--- src/rtl/digit_scan_pkg.sv ---
// digit_scan_pkg: shared constants and helpers for the digit scan controller.
// Provides digit count, nibble width, first select, full brightness, nibble pick and leading-zero test.
package digit_scan_pkg;

   localparam int NUM_DIGITS = 4;
   localparam int NIBBLE_W   = 4;
   localparam logic [NUM_DIGITS-1:0] SEL_FIRST   = 4'b1000;
   localparam logic [NIBBLE_W-1:0]   BRIGHT_FULL = 4'hF;

   function automatic logic [NIBBLE_W-1:0] pick_nibble(
      input logic [15:0] w,
      input logic [NUM_DIGITS-1:0] sel
   );
      logic [NIBBLE_W-1:0] r;
      r = '0;
      unique case (1'b1)
         sel[3]: r = w[15:12];
         sel[2]: r = w[11:8];
         sel[1]: r = w[7:4];
         sel[0]: r = w[3:0];
         default: r = '0;
      endcase
      return r;
   endfunction

   // Digit k is a leading zero when every nibble from k upward is zero.
   // Digit 0 always shows, so an all-zero word still displays "0".
   function automatic logic lead_zero(
      input logic [15:0] w,
      input logic [NUM_DIGITS-1:0] sel
   );
      logic r;
      r = 1'b0;
      unique case (1'b1)
         sel[3]: r = (w[15:12] == 4'h0);
         sel[2]: r = (w[15:8] == 8'h00);
         sel[1]: r = (w[15:4] == 12'h000);
         default: r = 1'b0;
      endcase
      return r;
   endfunction

endpackage

--- src/rtl/digit_scan_ctrl_tick_gen.sv ---
// tick_gen: prescaler emitting a one-cycle tick every TICK_DIV clocks.
// Ports: clk, rst (sync, active high) in; tick out (high when count == TICK_DIV-1).
module tick_gen #(
   parameter int unsigned TICK_DIV = 50000
) (
   input  logic clk,
   input  logic rst,
   output logic tick
);

   logic [15:0] ps_cnt_q;
   logic [15:0] ps_cnt_d;

   assign tick     = (ps_cnt_q == 16'(TICK_DIV - 1));
   assign ps_cnt_d = tick ? 16'd0 : ps_cnt_q + 16'd1;

   always_ff @(posedge clk) begin
      if (rst) ps_cnt_q <= '0;
      else     ps_cnt_q <= ps_cnt_d;
   end

endmodule

--- src/rtl/digit_scan_ctrl.sv ---
// digit_scan_ctrl: 4-digit seven-segment scan with frame-aligned double buffer and PWM.
// Inputs: clk, rst, data_in[15:0], data_valid, bright[3:0].
// Outputs: data_ready, sel[3:0], value[3:0], digit_en, blank, frame_start.
// Define DIGIT_SCAN_LZB_EN to enable leading-zero blanking; otherwise blank is 0.
module digit_scan_ctrl
   import digit_scan_pkg::*;
#(
   parameter int unsigned TICK_DIV = 50000
) (
   input  logic                  clk,
   input  logic                  rst,
   input  logic [15:0]           data_in,
   input  logic                  data_valid,
   output logic                  data_ready,
   input  logic [NIBBLE_W-1:0]   bright,
   output logic [NUM_DIGITS-1:0] sel,
   output logic [NIBBLE_W-1:0]   value,
   output logic                  digit_en,
   output logic                  blank,
   output logic                  frame_start
);

   logic                  tick;
   logic                  boundary;
   logic                  accept;
   logic                  pwm_on;
   logic [NUM_DIGITS-1:0] sel_q, sel_d;
   logic [NIBBLE_W-1:0]   value_q, value_d;
   logic [15:0]           shadow_q, shadow_d;
   logic [15:0]           pend_q, pend_d;
   logic                  pend_full_q, pend_full_d;
   logic [3:0]            duty_q;
   logic                  en_q, en_d;
   logic                  fs_q;
   logic                  blank_d;

   tick_gen #(.TICK_DIV(TICK_DIV)) u_tick (
      .clk  (clk),
      .rst  (rst),
      .tick (tick)
   );

   assign boundary = tick && (sel_q == 4'b0001);
   assign accept   = data_valid && !pend_full_q;
   assign pwm_on   = (bright == BRIGHT_FULL) || (duty_q < bright);

   always_comb begin
      sel_d       = sel_q;
      shadow_d    = shadow_q;
      pend_d      = pend_q;
      pend_full_d = pend_full_q;
      if (tick) sel_d = {sel_q[0], sel_q[3:1]};
      // A queued word wins the boundary; an accept on that same
      // cycle can only bypass into shadow when nothing is queued.
      if (boundary && pend_full_q) begin
         shadow_d    = pend_q;
         pend_full_d = 1'b0;
      end else if (boundary && accept) begin
         shadow_d = data_in;
      end else if (accept) begin
         pend_d      = data_in;
         pend_full_d = 1'b1;
      end
      // Use the next shadow so a boundary load shows on digit 3 at once.
      value_d = tick ? pick_nibble(shadow_d, sel_d) : value_q;
   end

`ifdef DIGIT_SCAN_LZB_EN
   logic blank_q;

   always_comb begin
      blank_d = tick ? lead_zero(shadow_d, sel_d) : blank_q;
   end

   always_ff @(posedge clk) begin
      if (rst) blank_q <= 1'b0;
      else     blank_q <= blank_d;
   end

   assign blank = blank_q;
`else
   assign blank_d = 1'b0;
   assign blank   = 1'b0;
`endif

   assign en_d = pwm_on && !blank_d;

   always_ff @(posedge clk) begin
      if (rst) begin
         sel_q       <= SEL_FIRST;
         value_q     <= '0;
         shadow_q    <= '0;
         pend_q      <= '0;
         pend_full_q <= 1'b0;
         duty_q      <= '0;
         en_q        <= 1'b0;
         fs_q        <= 1'b0;
      end else begin
         sel_q       <= sel_d;
         value_q     <= value_d;
         shadow_q    <= shadow_d;
         pend_q      <= pend_d;
         pend_full_q <= pend_full_d;
         duty_q      <= duty_q + 4'd1;
         en_q        <= en_d;
         fs_q        <= boundary;
      end
   end

   assign data_ready  = !pend_full_q;
   assign sel         = sel_q;
   assign value       = value_q;
   assign digit_en    = en_q;
   assign frame_start = fs_q;

endmodule

--- config.mk ---
export PLATFORM = sky130hd
export DESIGN_NAME = digit_scan_ctrl
export DESIGN_NICKNAME = d
export VERILOG_FILES = /design/src/rtl/digit_scan_pkg.sv /design/src/rtl/digit_scan_ctrl_tick_gen.sv /design/src/rtl/digit_scan_ctrl.sv
export SDC_FILE = /design/constraint.sdc
export NUM_CORES = 1
export LEC_CHECK = 0
export ABC_AREA = 1
export BUFFER_PORTS_ARGS = -buffer_cell sky130_fd_sc_hd__buf_2
export CAP_MARGIN = 20
export CORE_ASPECT_RATIO = 0.7
export CORE_MARGIN = 2
export CORE_UTILIZATION = 50
export DETAILED_ROUTE_END_ITERATION = 6
export PLACE_DENSITY = 0.67
export RECOVER_POWER = 50
export SLEW_MARGIN = 5
export SYNTH_ARGS = -nofsm -noshare
export SYNTH_HDL_FRONTEND = slang
export SYNTH_SLANG_ARGS = --single-unit
--- constraint.sdc ---
create_clock -name clk -period 2.2 [get_ports clk]
set_input_delay 0.44 -clock clk [delete_from_list [all_inputs] [get_ports clk]]
set_output_delay 0.44 -clock clk [all_outputs]
set_load 0.01 [all_outputs]
== Word-level counts from Yosys, hierarchy flattened ==
Cells that the tools add are included.
Operators by class
  equality and inequality tests: 3
  reductions and logical operators: 10
  bitwise operators: 2
  magnitude comparators: 1
  $add $sub $neg: 2
  multiplexer cells: 4
Operators by type and width (number)
  2-to-1 mux 16 bit: 2
  adder 16 x 1 -> 16 bit, second input constant: 1
  == test 16 bit, second input constant: 1
  case mux 4 bit (4 select lines): 1
  adder 4 x 1 -> 4 bit, second input constant: 1
  == test 4 x 1 -> 1 bit, second input constant: 1
  == test 4 bit, second input constant: 1
  logical AND 1 bit: 4
  less-than comparator 4 bit: 1
  2-to-1 mux 4 bit: 1
  OR reduction 2 bit: 2
  AND reduction 3 bit: 1
  inverter 1 bit: 2
  AND reduction 2 bit: 1
  logical NOT 1 bit: 1
  logical OR 1 bit: 1
Storage, ports and cells
  register bits after elaboration: 63
  word-level logic and storage cells: 31
  input bits: 23

== Longest topological paths before layout ==
Gate-level depths: netlist (run 1).
  depth after elaboration: 6
  mapped depth: 13
  mapped depth without buffers: 12

== By module ==
Synthesis (run 1) repeated with hierarchy kept, for this count alone.
Second synthesis, totals
  cell total of the unflattened synthesis: 430
  area total of the unflattened synthesis: 3084.2 um^2
Modules (own cells, without submodules)
  digit_scan_ctrl: instances 1, area each 2224.6 um^2, cells an instance 300
  tick_gen: instances 1, area each 859.6 um^2, cells an instance 130

== Least setup slack after synthesis (run 1) ==
OpenSTA, ideal clock, no wires.
  path type: register to register
  start point: reg u_tick.ps_cnt_q[0]
  end point: reg value_q[1], in the netlist value[1]
  stages on the path, launching flop included: 12
  data arrival time: 1.619 ns
  path buffers: 1
  period minus slack after synthesis: 1.735 ns
  setup time: 0.116 ns
  slack: 0.465 ns
  cell sequence: dfxtp_1 ha_1 nand3_1 nor2_4 nand4_2 buf_2 nand3_1 nand3_1 nand2_1 nand2_1 o21ai_1 nand2_1
On the way
  longest elaborated chain between the ends: 6
RTL lines
  from (decl): line digit_scan_ctrl_tick_gen.sv:11  | logic [15:0] ps_cnt_q;
  from (signal assigned): line digit_scan_ctrl_tick_gen.sv:19  | else ps_cnt_q <= ps_cnt_d;
  == test 16 bit (*): line digit_scan_ctrl_tick_gen.sv:14  | assign tick = (ps_cnt_q == 16'(TICK_DIV - 1));
  logical AND 1 bit: line digit_scan_ctrl.sv:43  | assign boundary = tick && (sel_q == 4'b0001);
  logical AND 1 bit: line digit_scan_ctrl.sv:58  | end else if (boundary && accept) begin
  2-to-1 mux 16 bit: line digit_scan_ctrl.sv:58
  2-to-1 mux 16 bit: line digit_scan_ctrl.sv:55  | if (boundary && pend_full_q) begin
  case mux 4 bit (4 select lines): line digit_scan_pkg.sv:16  | unique case (1'b1)
  to (signal assigned): line digit_scan_ctrl.sv:100  | value_q <= value_d;
  to (decl): line digit_scan_ctrl.sv:28  | logic [NIBBLE_W-1:0] value_q, value_d;
Every way passes the cells marked *; elsewhere a longest branch is shown, timed or not.
A chain may end at the register's enable or synchronous reset.

== Final worst setup path (run 1) ==
Same ends and word-level chain as after synthesis.

==> flow_metrics.env, run 1 <==
export IMPL_status="finished clean"
export IMPL_n_antenna_cell=0
export IMPL_fp_dieW_um=95.0
export IMPL_min_period_ps=2010
export IMPL_netlist_area_mm2=0.00290
export IMPL_p_total_mw=2.39
export IMPL_grt_use_total=0.234
export IMPL_crit_chain="ha_1 -> nand3_1 -> nor2_4 -> nand2_4 -> o21ai_2 -> inv_1 -> a21oi_2 -> o21ai_1 -> nand2_1"
export IMPL_synth_most_common_cell="nand3_1"
export IMPL_numCtsBuffers=9
export IMPL_cp_required_ps=2490
export IMPL_pre_cts_ws_ps=141
export IMPL_synth_fp_nets=411
export IMPL_fin_crit_sh=0.912
export IMPL_grt_pass1_vias=2283
export IMPL_hold_viol_final=0
export IMPL_worstReg2RegStart="u_tick.ps_cnt_q[0]$_SDFF_PP0_"
export IMPL_synth_edf_count=0
export IMPL_fin_skew_ps=6.14
export IMPL_syn_avg_cell_area_um2=7.56
export IMPL_portBuffers=33
export IMPL_worstReg2RegEnd="value[1]$_SDFFE_PP0P_"
export IMPL_wl_per_cell_um=13.3
export IMPL_final_area_mm2=0.00336
export IMPL_core_rowCount=23
export IMPL_drt_iter0_drc=124
export IMPL_ant_nets=0
export IMPL_synth_top_cell_area_share=0.435
export IMPL_synth_seq_area_share=0.435
export IMPL_synth_commonest_cells="nand3_1 (70), dfxtp_1 (63), nor2_1 (57)"
export IMPL_max_freq_mhz=498
export IMPL_ir_drop_mv=0.311
export IMPL_dp_cells=484
export IMPL_dieHeight_um=67.7
export IMPL_cts_sinks=63
export IMPL_dp_hpwl_um=4780
export IMPL_antenna_found_initial=0
export IMPL_place_gp_congestion=0.855
export IMPL_routed_wl_um=6700
export IMPL_drive_gt1_frac=0.180
export IMPL_synth_cell_types=38
export IMPL_setup_worst_path_start="u_tick.ps_cnt_q[0]$_SDFF_PP0_"
export IMPL_end_kind="register"
export IMPL_die_area_mm2=0.00643
export IMPL_nets=450
export IMPL_finalWorstSetupSlack_ps=193
export IMPL_critPathMaxFanout=8
export IMPL_final_max_slew_violation_count=0
export IMPL_rsz0062_at_grt="no"
export IMPL_htree_levels=3
export IMPL_start_util=0.511
export IMPL_worst_pin_slew_ps=1040
export IMPL_final_cells=502
export IMPL_cts_buffer_depth=2
export IMPL_synthTopCellsByArea="dfxtp_1 (44%), nand3_1 (12%), nor2_1 (7.4%)"
export IMPL_worst_hold_slack_ps=340
export IMPL_placed_area_mm2=0.00314
export IMPL_grt_pass1_wl_um=11100
export IMPL_min_path_type="primary input to register"
export IMPL_max_slew_margin=0.310
export IMPL_setup_violations=0
export IMPL_arrival_ps=2300
export IMPL_grt_start_max_net_pins=34
export IMPL_synthesis_instances=383
export IMPL_clock_latency_ps=350
export IMPL_p_leak_nw=1.46
export IMPL_crit_end="value[1]$_SDFFE_PP0P_"
export IMPL_final_core_util=0.592
export IMPL_synth_top_area_cell="dfxtp_1"
export IMPL_yosysWarnings=0
export IMPL_tns_ps=0
export IMPL_via_per_inst=5.29
export IMPL_areaGrowthSynthToFinish_pct=15.9
export IMPL_critPathLaunchType="register"
export IMPL_max_cap_violations=0
export IMPL_core_area_mm2=0.00567
export IMPL_synth_seq_cells=63
export IMPL_criticalPathCategory="register to register"
export IMPL_first_pass_iters=5
export IMPL_async_flop_share=0
export IMPL_crit_slowest_cell="dfxtp_1"
export IMPL_power_density_mw_per_mm2=712
export IMPL_route_detailed_drc=0
export IMPL_io_pins=35
export IMPL_rrSetupSlack_ps=190
export IMPL_via_count=2654
export IMPL_grt_overflow=0
export IMPL_r2r_cells=9
export IMPL_cp_slowest_stage_delay_ps=350
export IMPL_cts_root_buf="clkbuf_8"
export IMPL_cts_tree="yes"
export IMPL_ys_flop_type="dfxtp_1"
export IMPL_clk_pin_slew_ps=60
## timing repair
action,4_1_cts,5_1_grt
hold buffers,0,0
buffers inserted,0,2
resized for setup,0,3
endpoints found under the setup margin,0,6
## power by group
group	internal, mW	total [mW]	switching (mW)
sequential	1.18	1.20	0.0211
clock	0.612	1.04	0.429
combinational	0.0563	0.151	0.0951
## flip-flops by register name, indices dropped and copies added, names as in the netlist
signal and count:
digit_en 1, duty_q 4, frame_start 1, pend_full_q 1, pend_q 16, sel 4
shadow_q 16, u_tick.ps_cnt_q 16, value 4
## cell type report
class                   instances  area [µm²]
well taps                      75        93.8
inverters                      29         114
fillers                       556        2310
clock buffers                  13         169
multi-input cells             275        1450
clock inverters                 3        40.0
repair buffers                 44         234
flip-flops and latches         63        1260
## cells by family after synthesis
family | Yosys count | share of synthesized area
compound gates | 60 | 0.121
flops | 63 | 0.435
buf+inv | 45 | 0.0704
xor+xnor | 5 | 0.0151
other cells | 1 | 0.00129
simple gates | 204 | 0.335
fa+ha+maj | 5 | 0.0216
## layer usage
metal | routed length (µm) | up-vias | global-route usage | share of wire
li1 | - | 1367 | - | -
met1 | 3420 | 1211 | 0.327 | 0.51
met2 | 2740 | 65 | 0.337 | 0.41
met3 | 439 | 11 | 0.0692 | 0.066
met4 | 101 | 0 | 0.0924 | 0.015
met5 | 0 | - | 0 | 0
## worst min path at each step
stage / end / cells past startpoint / start
after floorplan: u_tick.ps_cnt_q[0]$_SDFF_PP0_ / 1 / u_tick.ps_cnt_q[0]$_SDFF_PP0_
after global routing: pend_full_q$_SDFFE_PP0P_ / 3 / data_valid
after detailed placement: value[3]$_SDFFE_PP0P_ / 2 / value[3]$_SDFFE_PP0P_
after CTS: pend_full_q$_SDFFE_PP0P_ / 3 / data_valid
after global placement: u_tick.ps_cnt_q[0]$_SDFF_PP0_ / 1 / u_tick.ps_cnt_q[0]$_SDFF_PP0_
final: pend_full_q$_SDFFE_PP0P_ / 3 / data_valid
## cell usage in the layout, fill, tap and decap left out, drive strengths merged
cell and n:
a21boi 1, o211ai 2, nor3 2, nor2 63, clkinv 3, nor3b 2, nand3 70, ha 5
inv 27, nand2 57, a31oi 17, xor2 3, clkbuf 28, bufinv 1, conb 1, o21ai 28
nand4 6, buf 29, a21oi 11, clkinvlp 1, or3 1, dfxtp 63, a211oi 1, xnor2 2
or2 3
## worst max-delay path: cells and delay by family (launching register included)
kind | cells | cell delay (ps)
adders and majority gates | 1 | 200
AOI/OAI and AO/OA | 3 | 670
buffers and inverters | 1 | 130
and+or+nand+nor | 4 | 600
DFF | 1 | 350
No activity file was read; power rests on OpenSTA's default activity.
==> run 2: changes to the inputs <==
Settings changed: CAP_MARGIN 20 to 30, SETUP_SLACK_MARGIN set to 0.2.
==> run 2 against run 1 <==
Die area did not move. Cell count increased by 1.0%. Critical path type unchanged. Routed wire length grew 6.0%. Largest power group unchanged. First-iteration DRC count increased by 31%. Largest cell class unchanged.
==> flow_metrics.env, run 2 (synthesis gave the netlist of run 1 again) <==
export IMPL_place_gp_congestion=0.855
export IMPL_pre_cts_ws_ps=141
export IMPL_fin_skew_ps=3.57
export IMPL_worst_pin_slew_ps=1020
export IMPL_min_period_ps=1940
export IMPL_route_detailed_drc=0
export IMPL_final_seq_area_mm2=0.00126
export IMPL_dp_hpwl_um=4780
export IMPL_fin_crit_sh=0.882
export IMPL_fp_dieW_um=95.0
export IMPL_wl_per_cell_um=14.0
export IMPL_arrival_ps=2240
export IMPL_max_cap_violations=0
export IMPL_n_antenna_cell=0
export IMPL_htree_levels=3
export IMPL_cts_sinks=63
export IMPL_cp_slowest_stage_delay_ps=350
export IMPL_p_total_mw=2.40
export IMPL_nets=455
export IMPL_tns_ps=0
export IMPL_start_util=0.511
export IMPL_final_core_util=0.607
export IMPL_setup_violations=0
export IMPL_min_path_type="primary input to register"
export IMPL_core_rowCount=23
export IMPL_crit_chain="ha_2 -> nand3_2 -> nor2_4 -> nand2_4 -> inv_2 -> nand2_1 -> o21ai_2 -> nor3_1 -> a21oi_2 -> o21ai_1 -> nand2_1"
export IMPL_largest_registers="pend_q: 16 flops, shadow_q: 16 flops, u_tick.ps_cnt_q: 16 flops"
export IMPL_via_per_inst=5.34
export IMPL_clock_latency_ps=350
export IMPL_cts_tree="yes"
export IMPL_first_pass_iters=5
export IMPL_ant_nets=0
export IMPL_max_slew_margin=0.319
export IMPL_portBuffers=33
export IMPL_finalWorstSetupSlack_ps=259
export IMPL_end_kind="register"
export IMPL_areaGrowthSynthToFinish_pct=18.9
export IMPL_clk_pin_slew_ps=60
export IMPL_die_area_mm2=0.00643
export IMPL_cts_root_buf="clkbuf_8"
export IMPL_status="finished clean"
export IMPL_core_area_mm2=0.00567
export IMPL_drive_gt1_frac=0.197
export IMPL_via_count=2705
export IMPL_power_density_mw_per_mm2=698
export IMPL_final_max_slew_violation_count=0
export IMPL_grt_overflow=0
export IMPL_critPathMaxFanout=6
export IMPL_dieHeight_um=67.7
export IMPL_grt_pass1_vias=2302
export IMPL_grt_start_max_net_pins=34
export IMPL_layout_commonest_cell="nand3_1"
export IMPL_max_freq_mhz=515
export IMPL_numCtsBuffers=9
export IMPL_multi_input_area_mm2=0.00147
export IMPL_cts_buffer_depth=2
export IMPL_critPathLaunchType="register"
export IMPL_io_pins=35
export IMPL_crit_slowest_cell="dfxtp_1"
export IMPL_most_common_layout_cells="nand3_1 (68), dfxtp_1 (63), nor2_1 (56)"
export IMPL_drt_iter0_drc=162
export IMPL_p_leak_nw=1.49
export IMPL_grt_use_total=0.236
export IMPL_rsz0062_at_grt="yes"
export IMPL_antenna_found_initial=0
export IMPL_cp_required_ps=2490
export IMPL_hold_viol_final=0
export IMPL_criticalPathCategory="register to register"
export IMPL_cp_common_cell="nand2_1"
export IMPL_ir_drop_mv=0.313
export IMPL_n_fill_cell=542
export IMPL_routed_wl_um=7100
export IMPL_grt_pass1_wl_um=11100
## run 2: cell types whose count changed in the layout (fill, tap and decap cells not counted), sizes merged
cell    previous run  this run
clkbuf            28        27
buf               29        35
## run 2: area by class of cell
cell class / instances / share of cell area
well taps: 75 / 0.0273
clock buffers: 13 / 0.0491
flip-flops and latches: 63 / 0.366
inverters: 29 / 0.0338
clock inverters: 3 / 0.0116
multi-input cells: 275 / 0.426
repair buffers: 49 / 0.0865
## run 2: per-stage QoR
stage	instance area, µm²	hold slack, ps	cells
global route	3440	339	507
detailed placement	3140	443	484
CTS	3390	319	503
global placement	3140	430	484
floorplan	2900	418	383
finish	3440	335	507
## run 2: final timing paths
check	from	end	slack, ps	depth (start not counted)
worst min-delay path	data_valid	pend_full_q$_SDFFE_PP0P_	340	3
worst min register to register	u_tick.ps_cnt_q[0]$_SDFF_PP0_	u_tick.ps_cnt_q[0]$_SDFF_PP0_	440	1
worst max-delay path	u_tick.ps_cnt_q[0]$_SDFF_PP0_	value[3]$_SDFFE_PP0P_	260	11
worst max register to register	u_tick.ps_cnt_q[0]$_SDFF_PP0_	value[3]$_SDFFE_PP0P_	260	11
## run 2: power by group
| group | switching (mW) | internal, mW |
|---|---|---|
| combinational | 0.0974 | 0.0615 |
| clock | 0.435 | 0.612 |
| sequential | 0.0215 | 1.18 |
## run 2: per-layer routing
layer / global-route usage / vias up / part of all wire / routed length, µm
li1: - / 1381 / - / -
met1: 0.327 / 1227 / 0.50 / 3520
met2: 0.345 / 86 / 0.42 / 2970
met3: 0.0692 / 11 / 0.071 / 506
met4: 0.0924 / 0 / 0.015 / 108
met5: 0 / - / 0 / 0
## run 2: worst max-delay path: cells and delay by family, from the launching register on
kind            cells  cell delay, ps
simple gates        6             660
buf+inv             1             130
fa+ha+maj           1             210
flops               1             350
compound gates      3             520
## run 2: what timing repair did
action,in CTS,in global routing
cloned,0,1
resized for setup,3,8
endpoints found under the setup margin,6,25
setup buffers,3,3
hold buffers,0,0
pin swaps,0,7
endpoints found under the hold margin,0,0
==> run 3: changes to the inputs <==
Settings changed: CTS_BUF_LIST set to sky130_fd_sc_hd__clkbuf_8 sky130_fd_sc_hd__clkbuf_16.
Clock period 2.2 ns to 1.9 ns, I/O delays scaled along.
==> run 3 against run 2 <==
Fmax grew 3.8%. Cell count grew 6.3%. Worst setup slack lost 230 ps. Critical path type unchanged. Largest cell class unchanged. Highest routed layer unchanged.
==> flow_metrics.env, run 3 (synthesis gave the netlist of run 1 again) <==
export IMPL_fin_skew_ps=8.08
export IMPL_final_seq_area_mm2=0.00127
export IMPL_clk_pin_slew_ps=70
export IMPL_place_gp_congestion=0.860
export IMPL_grt_pass1_wl_um=13700
export IMPL_cp_required_ps=2170
export IMPL_route_detailed_drc=0
export IMPL_htree_levels=3
export IMPL_clock_latency_ps=340
export IMPL_status="finished clean"
export IMPL_critPathMaxFanout=3
export IMPL_power_density_mw_per_mm2=682
export IMPL_tns_ps=0
export IMPL_cts_root_buf="clkbuf_8"
export IMPL_ir_drop_mv=0.420
export IMPL_core_rowCount=23
export IMPL_routed_wl_um=8260
export IMPL_min_period_ps=1870
export IMPL_largest_registers="pend_q: 16 flops, shadow_q: 16 flops, u_tick.ps_cnt_q: 16 flops"
export IMPL_wl_per_cell_um=15.3
export IMPL_n_fill_cell=450
export IMPL_ant_nets=0
export IMPL_areaGrowthSynthToFinish_pct=43.7
export IMPL_first_pass_iters=5
export IMPL_layout_commonest_cell="dfxtp_1"
export IMPL_via_count=3029
export IMPL_dieHeight_um=67.7
export IMPL_via_per_inst=5.62
export IMPL_rsz0062_at_grt="yes"
export IMPL_most_common_layout_cells="dfxtp_1 (57), nor2_1 (51), nand2_1 (50)"
export IMPL_crit_chain="ha_4 -> nand2_2 -> nor3b_4 -> nand3_1 -> nor2_2 -> nand3_2 -> or3_1 -> a21oi_1"
export IMPL_p_leak_nw=1.84
export IMPL_antenna_found_initial=0
export IMPL_fp_dieW_um=95.0
export IMPL_drt_iter0_drc=230
export IMPL_nets=487
export IMPL_max_slew_margin=0.388
export IMPL_dp_hpwl_um=4870
export IMPL_hold_viol_final=0
export IMPL_io_pins=35
export IMPL_drive_gt1_frac=0.388
export IMPL_cp_slowest_stage_delay_ps=360
export IMPL_cts_sinks=63
export IMPL_final_max_slew_violation_count=0
export IMPL_path_delay_family="simple AND/OR/NAND/NOR gates"
export IMPL_fin_crit_sh=0.984
export IMPL_cts_tree="yes"
export IMPL_portBuffers=33
export IMPL_grt_start_max_net_pins=19
export IMPL_grt_use_total=0.284
export IMPL_final_core_util=0.734
export IMPL_numCtsBuffers=9
export IMPL_n_antenna_cell=0
export IMPL_critPathLaunchType="register"
export IMPL_cts_hold_fix_buffers=0
export IMPL_min_path_type="primary input to register"
export IMPL_core_area_mm2=0.00567
export IMPL_crit_slowest_cell="dfxtp_2"
export IMPL_grt_pass1_vias=2822
export IMPL_multi_input_area_mm2=0.00181
export IMPL_die_area_mm2=0.00643
export IMPL_end_kind="register"
export IMPL_setup_violations=0
export IMPL_worst_pin_slew_ps=917
export IMPL_crit_buf_inv=0
export IMPL_max_freq_mhz=535
export IMPL_start_util=0.511
export IMPL_grt_overflow=0
export IMPL_max_cap_violations=0
export IMPL_cts_buffer_depth=2
export IMPL_criticalPathCategory="register to register"
export IMPL_arrival_ps=2140
-- run 3: report_power, final --
part | switching [mW] | total [mW] | internal [mW]
Sequential | 0.0349 | 1.40 | 1.36
Clock | 0.502 | 1.21 | 0.704
Combinational | 0.140 | 0.234 | 0.0941
Total | 0.677 | 2.84 | 2.16
-- run 3: area by class of cell --
cell class | instances | area share
inverter | 29 | 0.0316
multi-input combinational | 276 | 0.436
sequential | 63 | 0.305
tap | 75 | 0.0225
timing repair buffer | 80 | 0.155
clock inverter | 4 | 0.0105
clock buffer | 12 | 0.0397
-- run 3: worst reg2reg max path, stage by stage (launching register included) --
cell and delay, ps:
dfxtp_2 360, ha_4 170, nand2_2 80, nor3b_4 250, nand3_1 160, nor2_2 210, nand3_2 120, or3_1 320
a21oi_1 150
-- run 3: layer usage --
| metal | share of wire | global-route usage |
|---|---|---|
| met1 | 0.45 | 0.371 |
| met2 | 0.47 | 0.467 |
| met3 | 0.069 | 0.0826 |
| met4 | 0.018 | 0.0688 |
| met5 | 0 | 0 |
-- run 3: what timing repair did --
action | CTS | global route
resized for setup | 102 | 16
setup buffers | 23 | 3
cloned | 5 | 0
endpoints found under the setup margin | 33 | 45
pin swaps | 48 | 30
-- run 3: through the flow --
step | instance area (µm²) | hold WS, ps | worst slack (ps) | std cells | total power, mW
after floorplan | 2930 | 418 | 205 | 383 | 1.52
after global placement | 3230 | 432 | 28.4 | 492 | 1.59
after detailed placement | 3230 | 449 | -35.1 | 492 | 1.59
after CTS | 4100 | 264 | 113 | 536 | 2.85
after global routing | 4160 | 277 | -36.3 | 539 | 2.95
final | 4160 | 276 | 30.8 | 539 | 2.84
-- run 3: path summary, 6_finish.rpt --
| check | end | start | depth (start not counted) | slack [ps] |
|---|---|---|---|---|
| min reg2reg | value[1]$_SDFFE_PP0P_ | value[1]$_SDFFE_PP0P_ | 2 | 470 |
| max | u_tick.ps_cnt_q[14]$_SDFF_PP0_ | u_tick.ps_cnt_q[1]$_SDFF_PP0_ | 8 | 30 |
| max reg2reg | u_tick.ps_cnt_q[14]$_SDFF_PP0_ | u_tick.ps_cnt_q[1]$_SDFF_PP0_ | 8 | 30 |
| min | pend_full_q$_SDFFE_PP0P_ | data_valid | 3 | 280 |
